$ cat config.mk
export PLATFORM = sky130hd
export DESIGN_NAME = display_scan_mux
export DESIGN_NICKNAME = d
export VERILOG_FILES = /design/src/rtl/display_scan_mux.sv
export SDC_FILE = /design/constraint.sdc
export NUM_CORES = 1
export LEC_CHECK = 0
export CAP_MARGIN = 20
export CORE_ASPECT_RATIO = 0.7
export CORE_MARGIN = 2
export CORE_UTILIZATION = 55
export DETAILED_ROUTE_END_ITERATION = 12
export PLACE_DENSITY = 0.8
export SLEW_MARGIN = 0
export SYNTH_ARGS = -nofsm -noshare
export SYNTH_HDL_FRONTEND = slang
export SYNTH_SLANG_ARGS = --single-unit
$ cat constraint.sdc
create_clock -name clk -period 2.1 [get_ports clk]
set_input_delay 0.63 -clock clk [delete_from_list [all_inputs] [get_ports clk]]
set_output_delay 0.63 -clock clk [all_outputs]
set_load 0.02 [all_outputs]
$ cat src/rtl/display_scan_mux.sv
// Time-multiplexed 7-segment driver for N_DIGITS digits with a built-in refresh prescaler
// and frame-synchronous double buffering. Optional anode dead-time: DISPSCAN_GHOST_GUARD_EN.
module display_scan_mux #(
   parameter int N_DIGITS     = 4,
   parameter int REFRESH_DIV  = 100000,
   parameter int ACTIVE_LOW   = 1,
   parameter int GUARD_CYCLES = 2
) (
   input  logic                          clk,
   input  logic                          rst,
   input  logic [7*N_DIGITS-1:0]         seg_in,
   input  logic [N_DIGITS-1:0]           dig_en,
   input  logic                          load,
   output logic [N_DIGITS-1:0]           an_out,
   output logic [6:0]                    seg_out,
   output logic [$clog2(N_DIGITS)-1:0]   digit_idx,
   output logic                          frame_done
);

   localparam int IdxW = $clog2(N_DIGITS);
   localparam int CntW = $clog2(REFRESH_DIV);
   localparam logic [CntW-1:0] LastCnt = CntW'(REFRESH_DIV - 1);
   localparam logic [IdxW-1:0] LastIdx = IdxW'(N_DIGITS - 1);
`ifdef DISPSCAN_GHOST_GUARD_EN
   localparam int GuardEnable = 1;
`else
   localparam int GuardEnable = 0;
`endif
   localparam int GuardLen = GUARD_CYCLES * GuardEnable;
   // XOR masks that turn logical polarity (1 = lit) into pin polarity.
   localparam logic [N_DIGITS-1:0] AnOff   = {N_DIGITS{ACTIVE_LOW != 0}};
   localparam logic [6:0]          SegMask = {7{ACTIVE_LOW != 0}};

   logic [CntW-1:0]          cnt;
   logic [N_DIGITS-1:0][6:0] stageSeg;
   logic [N_DIGITS-1:0][6:0] activeSeg;
   logic [N_DIGITS-1:0]      stageEn;
   logic [N_DIGITS-1:0]      activeEn;
   logic                     pending;
   logic                     slotEnd;
   logic                     frameWrap;
   logic                     guardBlank;
   logic                     digitLit;
   logic [N_DIGITS-1:0]      anOneHot;
   logic [6:0]               segLogical;

   assign slotEnd    = (cnt == LastCnt);
   assign frameWrap  = slotEnd && (digit_idx == LastIdx);
   assign guardBlank = (GuardLen > 0) && (int'(cnt) < GuardLen);

   always_comb begin
      digitLit            = activeEn[digit_idx] && !guardBlank;
      anOneHot            = '0;
      anOneHot[digit_idx] = digitLit;
      segLogical          = digitLit ? activeSeg[digit_idx] : 7'h00;
   end

   // load is a fire-and-forget strobe (no ready): each asserted cycle overwrites staging,
   // and staging reaches the display only on the next frame wrap.
   always_ff @(posedge clk) begin
      if (rst) begin
         cnt        <= '0;
         digit_idx  <= '0;
         stageSeg   <= '0;
         stageEn    <= '0;
         activeSeg  <= '0;
         activeEn   <= '0;
         pending    <= 1'b0;
         an_out     <= AnOff;
         seg_out    <= SegMask;
         frame_done <= 1'b0;
      end else begin
         cnt <= slotEnd ? '0 : cnt + 1'b1;
         if (slotEnd)
            digit_idx <= (digit_idx == LastIdx) ? '0 : digit_idx + 1'b1;
         frame_done <= frameWrap;
         if (frameWrap && pending) begin
            activeSeg <= stageSeg;
            activeEn  <= stageEn;
         end
         // A load on the wrap edge keeps pending set so the new data shows one frame later.
         if (load) begin
            stageSeg <= seg_in;
            stageEn  <= dig_en;
            pending  <= 1'b1;
         end else if (frameWrap) begin
            pending <= 1'b0;
         end
         an_out  <= anOneHot ^ AnOff;
         seg_out <= segLogical ^ SegMask;
      end
   end

endmodule

==> flow_summary_export.csv <==
group,metric,value,unit
run_status,run_status,"completed",
cells_and_area,multi_input_area,1750,sq um
sta,drv_slew,0,
synth,synth_mux_area_share,12.92,%
setup_path,cp.buffers_inverters,1,
drt,postRouteAntennaNets,0,
power_and_ir_drop,p_leak,0.001675,uW
clock_network,clock-root-buffer,"clkbuf_8",
synth,synth_edf_count,0,
sta,max_slew_margin,53.58,%
clock_network,cts_made_buffers,9,
clock_network,h-tree-depth,3,
synth,syn_inst,406,
global_route,grt_util_met3,7.099,%
sta,rsz0062_at_grt,"no",
clock_network,clockBufferDepth,2,
sta,tns,0,ps
worst_hold_path,hp-class,"flop to flop",
die,num_rows,25,
global_route,grt_usage,23.48,%
setup_path,crit_path_max_fanout,3,
power_and_ir_drop,pwr-share-seq,57.9,%
setup_path,cp.arrival,1390,ps
clock_network,cts_tree,"done",
synth,avgSynthCellArea,9.541,sq um
setup_path,ff2ff_path_depth,7,
global_route,grt_first_pass_wirelength,14.19,mm
synth,seq_area_frac_synth,49.61,%
synth,synth_ff_type,"dfxtp_1",
cells_and_area,num_antenna_cells,0,
drt,drc_errors,0,
clock_network,post_cts_buffers,0,
setup_path,required,1470,ps
cells_and_area,nFillCells,562,
setup_path,path_depth,1,
synth,yosys.area.top_type,"dfxtp_1",
synth,yosysWarnings,0,
sta,tightest_slew,696.3,ps
sta,finalSetupViolCount,0,
cells_and_area,fin_nets,482,
sta,worst_hold_slack,469.7,ps
drt,vias,3155,
power_and_ir_drop,total_power,3271,uW
power_and_ir_drop,switching_power,750.6,uW
clock_network,clock_sinks,96,
synth,synth_compound_area_share,9.399,%
die,die_area,7741,sq um
sta,skew,9.503,ps
sta,finalCritPeriodShare,96.00,%
global_route,grt_pass1_vias,2912,
global_route,antenna_found_initial,0,
power_and_ir_drop,pwr-share-clk,36.7,%
synth,ys_seq_elements,96,
job,maxCapViolCount,0,
power_and_ir_drop,ir_worst_vdd,630.7,uV
drt,avgViaCountPerCell,5.832,
placement,place_congestion,0.8282,
drt,wl_per_cell,16.15,um
setup_path,cpMaxStageDelayCell,"clkdlybuf4s50_1",
placement,placed_cell_area,4400,sq um
cells_and_area,final_area,4594,sq um
cells_and_area,area_growth,18.60,%
power_and_ir_drop,power.density,711.9,nW/um^2
synth,synthTopCellsByArea,"dfxtp_1 (50%), mux2i_1 (8.3%), nand4_1 (6.1%)",
synth,ys_top_cells_by_count,"dfxtp_1 (96), nor2_1 (50), nand4_1 (38)",
global_route,grt_util_met1,31.49,%
setup_path,crit_family,"buffers and inverters",
die,start_util,57.07,%
synth,synthesis.area,3874,sq um
synth,synthSimpleGateAreaFrac,18.09,%
placement,dp_hpwl,5.806,mm
setup_path,crit_path_end_kind,"output port",
cells_and_area,drive_gt1_share,9.620,%
drt,drtPass1Iterations,5,
synth,synth_top_family_by_area,"simple AND/OR/NAND/NOR gates",
worst_hold_path,hold_depth,1,
sta,period_minus_slack,2016,ps
sta,fmax,496.0,MHz
die,die_x,104.3,um
die,die_h,74.22,um
cells_and_area,finalNonFillerCells,541,
synth,synth_most_common_cell,"dfxtp_1",
setup_path,cpPeakStageDelay,630,ps
power_and_ir_drop,combPwrFrac,5.5,%
clock_network,clkLatencyLatePin,360,ps
cells_and_area,ff_latch_area,1922,sq um
drt,drt-initial-drc-count,238,
setup_path,crit_chain,"clkdlybuf4s50_1",
global_route,met2_usage,36.96,%
clock_network,clk_pin_slew,90,ps
global_route,grt_max_degree,70,
setup_path,crit_type,"flop to output port",
die,core-area,6788,sq um
synth,yosys.area.top_type_share,49.61,%
power_and_ir_drop,internal-power,2520,uW
die,io_pins,49,
setup_path,critPathLaunchType,"flop",
clock_network,holdBufCountCts,0,
synth,syn_nets,446,
placement,dpl.cell_count,525,
drt,routed_wl,8.739,mm
power_and_ir_drop,swShare,22.95,%
sta,finalHoldViolCount,0,
global_route,busiest_layer,"met2",
synth,yosys.area_share.xor_xnor,3.165,%
synth,synth_cell_types,32,
synth,synthAdderAreaFrac,1.615,%
global_route,overflow,0,
synth,synth-async-reset-ratio,0,%
placement,portBuffers,48,
## metrics by stage
step	utilization (%)	setup WS, ps
5_1_grt	67.69	28.36
2_1_floorplan	-	455.8
3_3_place_gp	64.83	356.5
6_report	67.69	83.90
4_1_cts	67.69	60.27
3_5_place_dp	64.83	220.5
## kinds of logic after synthesis
logic type	Yosys count
AOI/OAI and AO/OA	72
xor gates and xnor gates	14
adders and majority gates	5
buffers and inverters	43
DFF	96
muxes	40
and+or+nand+nor	136
## worst paths after layout
check                           slack [ps]             to    startpoint
worst max-delay path                    80   digit_idx[1]  digit_idx[1]
worst min-delay path                   470         cnt[0]        cnt[0]
worst max register to register         220  activeSeg[18]  digit_idx[0]
worst min register to register         470         cnt[0]        cnt[0]
## layout by cell type, fill, tap and decap left out, types with 9 or more instances in the layout
| cell | count |
|---|---|
| dfxtp_1 | 96 |
| a21oi_1 | 35 |
| nor2_1 | 50 |
| mux2i_1 | 32 |
| nand2_1 | 17 |
| nand3_1 | 9 |
| clkdlybuf4s50_1 | 45 |
| clkbuf_8 | 9 |
| buf_4 | 13 |
| o21ai_0 | 35 |
| nand4_1 | 38 |
## power by group through the flow
stage	combinational [uW]	clock [uW]	sequential, uW
final	179	1200	1890
after global routing	196	1290	1900
after CTS	181	1220	1890
after detailed placement	179	0	1930
after global placement	175	0	1930
after floorplan	98.7	0	1920
## flip-flops by register name (all words and copies together) (netlist names), 2 cells and up
name,count
digit_idx,2
activeSeg,28
an_out,4
cnt,17
activeEn,4
seg_out,7
stageEn,4
stageSeg,28
## what timing repair did
| item | 4_1_cts | 5_1_grt |
|---|---|---|
| setup endpoints to repair | 1 | 0 |
| hold endpoints to repair | 0 | 0 |
| gates resized for setup | 1 | 0 |
## area by class of cell
type	instances	share of cell area, %
Clock buffer	10	2.778
Clock inverter	6	1.471
Inverter	6	0.4902
Multi-Input combinational cell	267	38.10
Sequential cell	96	41.83
Tap cell	94	2.560
Timing Repair Buffer	62	12.77
## per-layer routing
| metal | wire length [um] | vias to the layer above | part of all wire (%) |
|---|---|---|---|
| li1 | - | 1515 | - |
| met3 | 697 | 17 | 8.0 |
| met2 | 3857 | 131 | 44 |
| met1 | 4053 | 1492 | 46 |
| met4 | 130 | 0 | 1.5 |
| met5 | 0 | - | 0 |
Power figures use the tool's default switching activity.
